### config.mk
export PLATFORM = sky130hd
export DESIGN_NAME = fsx_frame_sig_flat
export DESIGN_NICKNAME = d
export VERILOG_FILES = /design/src/rtl/fsx_frame_sig_if.sv /design/src/rtl/fsx_frame_sig.sv /design/src/flat_wrapper.sv
export SDC_FILE = /design/constraint.sdc
export NUM_CORES = 1
export LEC_CHECK = 0
export ABC_AREA = 1
export CAP_MARGIN = 20
export CORE_MARGIN = 4
export CORE_UTILIZATION = 60
export CTS_CLUSTER_SIZE = 8
export DETAILED_ROUTE_END_ITERATION = 10
export PLACE_DENSITY = 0.84
export RECOVER_POWER = 25
export SYNTH_ARGS = -nofsm -noshare
export SYNTH_HDL_FRONTEND = slang
export SYNTH_SLANG_ARGS = --single-unit
### constraint.sdc
create_clock -name vga_clk -period 2.8 [get_ports vga_clk]
set_clock_uncertainty 0.15 [all_clocks]
set_input_delay 0.7 -clock vga_clk [delete_from_list [all_inputs] [get_ports vga_clk]]
set_output_delay 0.7 -clock vga_clk [all_outputs]
set_load 0.03 [all_outputs]
### src/rtl/fsx_frame_sig_if.sv
// Pixel-stream tap, arm request and signature result bundle for fsx_frame_sig.
// Latency: none; this is a pure signal grouping.
// Backpressure: none; the video side is observe-only and results are pulse/hold.
interface fsx_frame_sig_if;
  logic [2:0]  vga_r;
  logic [2:0]  vga_g;
  logic [1:0]  vga_b;
  logic        vga_hs;
  logic        vga_vs;
  logic        arm;
  logic        busy;
  logic        sig_valid;
  logic [15:0] sig_crc;
  logic [17:0] sig_pixels;
  logic [8:0]  sig_lines;
  logic        sig_err;
  logic [8:0]  err_line;

  // Video source / test controller side.
  modport master (
    output vga_r, vga_g, vga_b, vga_hs, vga_vs, arm,
    input  busy, sig_valid, sig_crc, sig_pixels, sig_lines, sig_err, err_line
  );

  // Signature block side.
  modport slave (
    input  vga_r, vga_g, vga_b, vga_hs, vga_vs, arm,
    output busy, sig_valid, sig_crc, sig_pixels, sig_lines, sig_err, err_line
  );
endinterface

### src/rtl/fsx_frame_sig.sv
// Frame signature: CRC-16-CCITT, pixel and line count over one armed frame's active window.
// Latency: sig_valid pulses 2 cycles after the last active pixel is registered (or after an early vsync).
// Backpressure: none; passive observer, arm is dropped while busy. Macro FSX_SIG_LINECHK_EN adds err_line.
module fsx_frame_sig #(
  parameter int H_RES     = 480,
  parameter int V_RES     = 272,
  parameter int H_ACT_DLY = 2,    // 1..15
  parameter int V_ACT_DLY = 2,
  parameter bit H_POL     = 1'b0,
  parameter bit V_POL     = 1'b0
) (
  input logic           vga_clk,
  input logic           nreset,
  fsx_frame_sig_if.slave bus
);

  localparam logic [17:0] PIX_TOTAL = 18'(H_RES * V_RES);
  localparam logic [17:0] H_LAST    = 18'(H_RES - 1);
  localparam logic [8:0]  LINES_TOT = 9'(V_RES);
  localparam logic [7:0]  VSKIP_N   = 8'(V_ACT_DLY);
  // The deassertion-edge cycle itself is the first porch cycle, hence the -1.
  localparam logic [3:0]  DLY_LD    = 4'(H_ACT_DLY - 1);

  typedef enum logic [2:0] {
    S_IDLE, S_WAIT_VS, S_VSYNC, S_VSKIP, S_HWAIT, S_PIXELS, S_LEND, S_DONE
  } state_t;

  state_t      state_q, state_d;
  logic        hs_q, hs_d, hs_p_q, hs_p_d;
  logic        vs_q, vs_d, vs_p_q, vs_p_d;
  logic [7:0]  pix_q, pix_d;
  logic [15:0] crc_q, crc_d;
  logic [17:0] pix_cnt_q, pix_cnt_d;
  logic [17:0] line_px_q, line_px_d;
  logic [8:0]  line_cnt_q, line_cnt_d;
  logic [7:0]  hs_cnt_q, hs_cnt_d;
  logic [3:0]  dly_q, dly_d;
  logic        dly_run_q, dly_run_d;
  logic        sig_valid_q, sig_valid_d;
  logic [15:0] sig_crc_q, sig_crc_d;
  logic [17:0] sig_pix_q, sig_pix_d;
  logic [8:0]  sig_lines_q, sig_lines_d;
  logic        sig_err_q, sig_err_d;
`ifdef FSX_SIG_LINECHK_EN
  logic        line_err_q, line_err_d;
  logic [8:0]  err_idx_q, err_idx_d;
  logic [8:0]  sig_eline_q, sig_eline_d;
`endif

  logic hs_rise, hs_fall, vs_rise;

  // MSB-first CRC-16-CCITT byte step, no reflection.
  function automatic logic [15:0] crc_byte(input logic [15:0] c, input logic [7:0] b);
    logic [15:0] r;
    r = c ^ {b, 8'h00};
    for (int i = 0; i < 8; i++) begin
      r = r[15] ? ({r[14:0], 1'b0} ^ 16'h1021) : {r[14:0], 1'b0};
    end
    return r;
  endfunction

  // Sync edges are taken on the registered, active-high syncs; pix_q shares that delay.
  assign hs_rise = hs_q & ~hs_p_q;
  assign hs_fall = ~hs_q & hs_p_q;
  assign vs_rise = vs_q & ~vs_p_q;

  // Next-state, counters and result capture.
  always_comb begin
    state_d     = state_q;
    hs_d        = H_POL ? bus.vga_hs : ~bus.vga_hs;
    vs_d        = V_POL ? bus.vga_vs : ~bus.vga_vs;
    hs_p_d      = hs_q;
    vs_p_d      = vs_q;
    pix_d       = {bus.vga_r, bus.vga_g, bus.vga_b};
    crc_d       = crc_q;
    pix_cnt_d   = pix_cnt_q;
    line_px_d   = line_px_q;
    line_cnt_d  = line_cnt_q;
    hs_cnt_d    = hs_cnt_q;
    dly_d       = dly_q;
    dly_run_d   = dly_run_q;
    sig_valid_d = 1'b0;
    sig_crc_d   = sig_crc_q;
    sig_pix_d   = sig_pix_q;
    sig_lines_d = sig_lines_q;
    sig_err_d   = sig_err_q;
`ifdef FSX_SIG_LINECHK_EN
    line_err_d  = line_err_q;
    err_idx_d   = err_idx_q;
    sig_eline_d = sig_eline_q;
`endif

    case (state_q)
      S_IDLE: begin
        if (bus.arm) state_d = S_WAIT_VS;
      end

      // Only a frame that starts after arming is signed.
      S_WAIT_VS: begin
        if (vs_rise) state_d = S_VSYNC;
      end

      S_VSYNC: begin
        crc_d      = 16'hFFFF;
        pix_cnt_d  = '0;
        line_cnt_d = '0;
        hs_cnt_d   = '0;
`ifdef FSX_SIG_LINECHK_EN
        line_err_d = 1'b0;
        err_idx_d  = '0;
`endif
        if (!vs_q) state_d = S_VSKIP;
      end

      S_VSKIP: begin
        if (vs_rise) begin
          state_d = S_DONE;
        end else if (hs_rise) begin
          if (hs_cnt_q == VSKIP_N) begin
            state_d   = S_HWAIT;
            dly_run_d = 1'b0;
          end else begin
            hs_cnt_d = hs_cnt_q + 8'd1;
          end
        end
      end

      S_HWAIT: begin
        line_px_d = '0;
        if (vs_rise) begin
          state_d = S_DONE;
        end else if (dly_run_q) begin
          if (dly_q == 4'd1) begin
            state_d   = S_PIXELS;
            dly_run_d = 1'b0;
          end else begin
            dly_d = dly_q - 4'd1;
          end
        end else if (hs_fall) begin
          if (H_ACT_DLY <= 1) begin
            state_d = S_PIXELS;
          end else begin
            dly_d     = DLY_LD;
            dly_run_d = 1'b1;
          end
        end
      end

      S_PIXELS: begin
        if (vs_rise) begin
          state_d = S_DONE;
        end else if (hs_rise) begin
          // Line cut short by the next hsync: it still counts as a line.
          line_cnt_d = line_cnt_q + 9'd1;
          state_d    = S_HWAIT;
          dly_run_d  = 1'b0;
`ifdef FSX_SIG_LINECHK_EN
          if (line_px_q != 18'(H_RES) && !line_err_q) begin
            line_err_d = 1'b1;
            err_idx_d  = line_cnt_q;
          end
`endif
        end else begin
          crc_d     = crc_byte(crc_q, pix_q);
          pix_cnt_d = pix_cnt_q + 18'd1;
          line_px_d = line_px_q + 18'd1;
          if (line_px_q == H_LAST) begin
            line_cnt_d = line_cnt_q + 9'd1;
            state_d    = S_LEND;
          end
        end
      end

      S_LEND: begin
        if (vs_rise || line_cnt_q == LINES_TOT) begin
          state_d = S_DONE;
        end else if (hs_rise) begin
          state_d   = S_HWAIT;
          dly_run_d = 1'b0;
        end
      end

      S_DONE: begin
        sig_valid_d = 1'b1;
        sig_crc_d   = crc_q;
        sig_pix_d   = pix_cnt_q;
        sig_lines_d = line_cnt_q;
        sig_err_d   = (pix_cnt_q != PIX_TOTAL) || (line_cnt_q != LINES_TOT);
`ifdef FSX_SIG_LINECHK_EN
        sig_err_d   = sig_err_d || line_err_q;
        sig_eline_d = err_idx_q;
`endif
        state_d     = S_IDLE;
      end

      default: state_d = S_IDLE;
    endcase
  end

  // State, pipeline and result registers; reset drops any frame in progress.
  always_ff @(posedge vga_clk or negedge nreset) begin
    if (!nreset) begin
      state_q     <= S_IDLE;
      hs_q        <= 1'b0;
      hs_p_q      <= 1'b0;
      vs_q        <= 1'b0;
      vs_p_q      <= 1'b0;
      pix_q       <= '0;
      crc_q       <= 16'hFFFF;
      pix_cnt_q   <= '0;
      line_px_q   <= '0;
      line_cnt_q  <= '0;
      hs_cnt_q    <= '0;
      dly_q       <= '0;
      dly_run_q   <= 1'b0;
      sig_valid_q <= 1'b0;
      sig_crc_q   <= '0;
      sig_pix_q   <= '0;
      sig_lines_q <= '0;
      sig_err_q   <= 1'b0;
`ifdef FSX_SIG_LINECHK_EN
      line_err_q  <= 1'b0;
      err_idx_q   <= '0;
      sig_eline_q <= '0;
`endif
    end else begin
      state_q     <= state_d;
      hs_q        <= hs_d;
      hs_p_q      <= hs_p_d;
      vs_q        <= vs_d;
      vs_p_q      <= vs_p_d;
      pix_q       <= pix_d;
      crc_q       <= crc_d;
      pix_cnt_q   <= pix_cnt_d;
      line_px_q   <= line_px_d;
      line_cnt_q  <= line_cnt_d;
      hs_cnt_q    <= hs_cnt_d;
      dly_q       <= dly_d;
      dly_run_q   <= dly_run_d;
      sig_valid_q <= sig_valid_d;
      sig_crc_q   <= sig_crc_d;
      sig_pix_q   <= sig_pix_d;
      sig_lines_q <= sig_lines_d;
      sig_err_q   <= sig_err_d;
`ifdef FSX_SIG_LINECHK_EN
      line_err_q  <= line_err_d;
      err_idx_q   <= err_idx_d;
      sig_eline_q <= sig_eline_d;
`endif
    end
  end

  assign bus.busy       = (state_q != S_IDLE);
  assign bus.sig_valid  = sig_valid_q;
  assign bus.sig_crc    = sig_crc_q;
  assign bus.sig_pixels = sig_pix_q;
  assign bus.sig_lines  = sig_lines_q;
  assign bus.sig_err    = sig_err_q;
`ifdef FSX_SIG_LINECHK_EN
  assign bus.err_line   = sig_eline_q;
`else
  assign bus.err_line   = '0;
`endif

endmodule

### src/flat_wrapper.sv
// flat-port wrapper written by rule: the top's interface ports become plain ports
module fsx_frame_sig_flat 
#(
  parameter int H_RES     = 480,
  parameter int V_RES     = 272,
  parameter int H_ACT_DLY = 2,            
  parameter int V_ACT_DLY = 2,
  parameter bit H_POL     = 1'b0,
  parameter bit V_POL     = 1'b0
)
  (vga_clk, nreset, bus_vga_r, bus_vga_g, bus_vga_b, bus_vga_hs, bus_vga_vs, bus_arm, bus_busy, bus_sig_valid, bus_sig_crc, bus_sig_pixels, bus_sig_lines, bus_sig_err, bus_err_line);
  fsx_frame_sig_if bus_i ();
  input logic vga_clk;
  input logic nreset;
  input wire logic [$bits(bus_i.vga_r)-1:0] bus_vga_r;
  input wire logic [$bits(bus_i.vga_g)-1:0] bus_vga_g;
  input wire logic [$bits(bus_i.vga_b)-1:0] bus_vga_b;
  input wire logic [$bits(bus_i.vga_hs)-1:0] bus_vga_hs;
  input wire logic [$bits(bus_i.vga_vs)-1:0] bus_vga_vs;
  input wire logic [$bits(bus_i.arm)-1:0] bus_arm;
  output wire logic [$bits(bus_i.busy)-1:0] bus_busy;
  output wire logic [$bits(bus_i.sig_valid)-1:0] bus_sig_valid;
  output wire logic [$bits(bus_i.sig_crc)-1:0] bus_sig_crc;
  output wire logic [$bits(bus_i.sig_pixels)-1:0] bus_sig_pixels;
  output wire logic [$bits(bus_i.sig_lines)-1:0] bus_sig_lines;
  output wire logic [$bits(bus_i.sig_err)-1:0] bus_sig_err;
  output wire logic [$bits(bus_i.err_line)-1:0] bus_err_line;
  assign bus_i.vga_r = bus_vga_r;
  assign bus_i.vga_g = bus_vga_g;
  assign bus_i.vga_b = bus_vga_b;
  assign bus_i.vga_hs = bus_vga_hs;
  assign bus_i.vga_vs = bus_vga_vs;
  assign bus_i.arm = bus_arm;
  assign bus_busy = bus_i.busy;
  assign bus_sig_valid = bus_i.sig_valid;
  assign bus_sig_crc = bus_i.sig_crc;
  assign bus_sig_pixels = bus_i.sig_pixels;
  assign bus_sig_lines = bus_i.sig_lines;
  assign bus_sig_err = bus_i.sig_err;
  assign bus_err_line = bus_i.err_line;
  fsx_frame_sig #(.H_RES(H_RES), .V_RES(V_RES), .H_ACT_DLY(H_ACT_DLY), .V_ACT_DLY(V_ACT_DLY), .H_POL(H_POL), .V_POL(V_POL)) u_core (.vga_clk(vga_clk), .nreset(nreset), .bus(bus_i));
endmodule
# Yosys cells after proc, flatten, opt, wreduce, memory -nomap -nowiden
# Index checks and enable logic that the tools add are counted.
# op_classes
add_sub_neg	5
n_eq_ne	32
muxes	55
n_bitwise	18
reduce_logical	16
# ops
operator	count
2-to-1 mux 13 bit	8
2-to-1 mux 18 bit	4
one-hot mux 18 bit (2 select lines)	2
2-to-1 mux 3 bit	14
adder 18 x 1 -> 18 bit (second input constant)	2
2-to-1 mux 16 bit	2
one-hot mux 16 bit (2 select lines)	1
2-to-1 mux 9 bit	3
2-to-1 mux 8 bit	3
NOT 3 bit	8
one-hot mux 3 bit (8 select lines)	1
equality test 18 x 9 -> 1 bit (second input constant)	1
inequality test 18 x 17 -> 1 bit (second input constant)	1
inequality test 2 bit (second input constant)	9
inequality test 3 x 1 -> 1 bit (second input constant)	6
one-hot mux 9 bit (2 select lines)	1
one-hot mux 8 bit (2 select lines)	1
XOR 16 bit	1
equality test 3 bit (second input constant)	4
2-to-1 mux 4 bit	3
2-to-1 mux 1 bit	11
adder 9 x 1 -> 9 bit (second input constant)	1
equality test 9 bit (second input constant)	1
inequality test 9 bit (second input constant)	1
other kinds (20)	37
# word_totals
register_bits	134
inputBits	13
out_inout_bits	55
word_cells	144

# Depth between registers and ports, before layout
# depth
ltp_word	20
depth_mapped	11
ltp_nobuf	11

# Least setup slack after synthesis
# Ideal clock, no wire load.
# synth_timing
kind	register to output
startpoint	register u_core.state_q[0]
endpoint	output bus_busy
t_arrival_ps	903
t_required_ps	1950
setup_slack_ps	1047
path_stages_with_launch	4
path_buffers	1
path_cell_list	dfrtp_1 buf_4 nor2_1 nand2_1
# synth_via
elab_chain_cells	1
# synth_rtl
item	line	rtl
from (decl)	fsx_frame_sig.sv:28	state_t state_q, state_d;
from (signal assigned)	fsx_frame_sig.sv:227	state_q <= state_d;
nonzero test 3 bit	fsx_frame_sig.sv:253	assign bus.busy = (state_q != S_IDLE);
to (decl)	flat_wrapper.sv:21	output wire logic [$bits(bus_i.busy)-1:0] bus_busy;
# No other way between the ends.

# Worst setup path after layout
# Same ends and word-level chain as after synthesis.

==> run_results.csv <==
group,metric,value,unit
pwr,power_density,910,nW/um^2
synthesis,synthMuxAreaShare,0,
synthesis,synth_flop_cell,"dfrtp_1",
sta,slew_violations,135,
status,failed_checks,"max-capacitance violations, max-slew violations",
setup_path,critPathMaxFanout,7,
synthesis,synth.area.top_cells,"dfrtp_1 (44%), nand2_1 (13%), dfstp_2 (6.3%)",
synthesis,synth-xor-area-share,0.0392,
die,row_count,38,
status,status,"finished, violations left",
die,core-area,10900,sq um
sta,fmax,386,MHz
grt,grt_pass1_wl,26.3,mm
pwr,ir_drop,702,uV
drt,vias_per_cell,5.55,
cells_and_area,post-route-util,0.733,
cts,cts-htree-levels,4,
setup_path,cp.arrival,1740,ps
synthesis,synthArstFlopShare,1.00,
cells_and_area,n_fill_cell,842,
drt,drtIter0Drc,503,
cts,insertion_delay,540,ps
synthesis,synth-edff-count,0,
drt,dr.pass1.iters,5,
placed_design,dp_slack,460,ps
sta,worst_slew_pin_slew,1760,ps
setup_path,critical_path.endpoint_type,"output pin",
cts,cts_setup_buffers,0,
cts,path_clk_slew,60,ps
synthesis,synth_compound_area_frac,0.0909,
cts,cts_root_buf,"clkbuf_8",
synthesis,netlist_instances,827,
sta,finalCritPeriodShare,0.924,
sta,period_minus_slack,2590,ps
cells_and_area,regArea,3370,sq um
sta,final-hold-violation-count,0,
cells_and_area,fin_nets,912,
cells_and_area,drive_above_1_share,0.0854,
synthesis,synthAdderAreaFrac,0.0168,
placed_design,io_buffers,58,
sta,setup_viol,0,
cts,cts_buffers,17,
synthesis,yosysMostFrequentCell,"nand2_1",
drt,wl_per_cell,15.0,um
setup_path,path_class,"reg2out",
grt,grt_pass1_vias,5531,
cts,cts_buffer_depth,2,
cts,cts_tree,"done",
synthesis,synth_common_cells,"nand2_1 (230), dfrtp_1 (118), inv_1 (95)",
synthesis,yosysUniqueCellTypes,39,
synthesis,syn_area,6710,sq um
die,die_h,114,um
pwr,power_leakage,3.74,nW
synthesis,ys_ff_latch,134,
placed_design,dpl.hpwl,10.3,mm
sta,rsz0062_at_grt,"no",
die,io_pins,68,
drt,drc,0,
grt,antenna_found_initial,0,
cells_and_area,multiInputGateArea,2810,sq um
cts,cts_sinks,134,
cells_and_area,area_delta_synth_final,19.1,%
die,initial_core_util,0.616,
grt,grt_max_degree,135,
drt,wl,15.6,mm
run,drv_cap,1,
worst_hold_path,hold_class,"reg2reg",
placed_design,gp_congestion,0.944,
sta,relSlewSlack,-0.172,
synthesis,synth_top_area_share,0.440,
grt,gr-usage-all-layers,0.254,
grt,grt-ovfl-total,0,
sta,setup_tns,0,ps
synthesis,synth_top_family_by_area,"simple AND/OR/NAND/NOR gates",
die,die_w,114,um
sta,worst_slack,212,ps
synthesis,avgSynthCellArea,8.11,sq um
synthesis,synth-simple-area-share,0.267,
synthesis,synth_top_area_cell,"dfrtp_1",
die,fp.dieArea,12900,sq um
drt,dr_total_vias,5786,
synthesis,synth-seq-area-share,0.503,
synthesis,yosys_warnings,0,
cells_and_area,diodes,0,
setup_path,cp.required,1950,ps
setup_path,cp-start-kind,"register",
drt,ant_nets,0,
worst max-delay path: stages (launching register included):
cell	delay (ps)
dfrtp_1	460
nor2_1	240
nand2_1	130
dlygate4sd2_1	380
cell type report:
cell class                 count  share of cell area
clock buffer                  23              0.0585
timing repair buffer          66              0.0798
inverter                     100              0.0475
multi-input combinational    571               0.352
clock inverter                 8              0.0183
tap                          140              0.0219
sequential                   134               0.423
worst paths after layout:
check	startpoint	end	slack (ps)	cells past startpoint
max in group asynchronous	nreset	u_core.pix_cnt_q[0]$_DFFE_PN0P_	790	2
hold / removal	u_core.vs_p_d$_DFF_PN0_	u_core.vs_p_q$_DFF_PN0_	260	0
setup / recovery	u_core.state_q[0]$_DFFE_PN0P_	bus_busy	210	3
setup reg to reg	u_core.state_q[2]$_DFFE_PN0P_	u_core.line_px_q[9]$_DFFE_PN0P_	420	11
min in group asynchronous	nreset	u_core.hs_cnt_q[5]$_DFFE_PN0P_	580	2
hold reg to reg	u_core.vs_p_d$_DFF_PN0_	u_core.vs_p_q$_DFF_PN0_	260	0
stage by stage:
stage          std cells  hold WS [ps]  cell area, sq um  total power, mW
3_3_place_gp        1011           236              7380             4.83
5_1_grt             1042           268              7980             7.68
2_1_floorplan        835           224              6740             4.24
3_5_place_dp        1011           246              7380             4.94
4_1_cts             1042           150              8000             7.29
6_report            1042           260              7980             7.27
where the power goes:
group          leakage (nW)  internal (mW)  switching [mW]
logic                  1.70          0.780            1.54
registers              1.74           2.34           0.289
clock network         0.298           1.51           0.810
total                  3.74           4.63            2.64
sequential cells by signal, indices dropped and copies added, names as in the netlist, 3 cells and up:
name	flops
u_core.bus.sig_crc	16
u_core.state_q	3
u_core.hs_cnt_q	8
u_core.bus.sig_pixels	18
u_core.line_px_q	18
u_core.crc_q	16
u_core.line_cnt_q	9
u_core.pix_q	8
u_core.dly_q	4
u_core.pix_cnt_q	18
u_core.bus.sig_lines	9
metal layers:
metal / track usage / vias to the layer above / part of all wire
li1: - / 2770 / -
met2: 0.420 / 212 / 0.49
met3: 0.0557 / 27 / 0.060
met1: 0.336 / 2777 / 0.43
met4: 0.0825 / 0 / 0.014
met5: 0 / - / 0
logic make-up (layout without fill, tap and decap cells):
logic type                 after synthesis  after routing
other                                    1              9
AOI/OAI and AO/OA                      111            111
adders and majority gates                9              9
buffers and inverters                  130            197
DFF                                    134            134
and+or+nand+nor                        412            412
xor gates and xnor gates                30             30
placed cells by master, fill, tap and decap left out, types with 4 or more instances in the layout:
master,synthesis,final
nand2_1,230,230
dfrtp_1,118,118
inv_1,95,95
nor2_1,65,65
o21ai_0,62,62
nand3_1,54,54
clkdlybuf4s50_1,0,46
nor3_1,22,22
nand4_1,20,20
a21oi_1,19,19
xor2_1,16,16
clkbuf_16,0,16
dfstp_2,16,16
xnor2_1,14,14
dlygate4sd3_1,0,10
ha_1,9,9
conb_1,1,9
o21ai_1,8,8
buf_4,12,7
o31ai_1,6,6
o22ai_1,6,6
o21ai_2,5,5
a22oi_1,4,4
clkbuf_8,0,4
bufinv_16,0,4
repair_timing:
action                                 CTS  global route
hold buffers                             0             0
setup endpoints to repair                1             0
gates resized for setup                  1             0
endpoints found under the hold margin    0             0
Power figures use the tool's default switching activity.
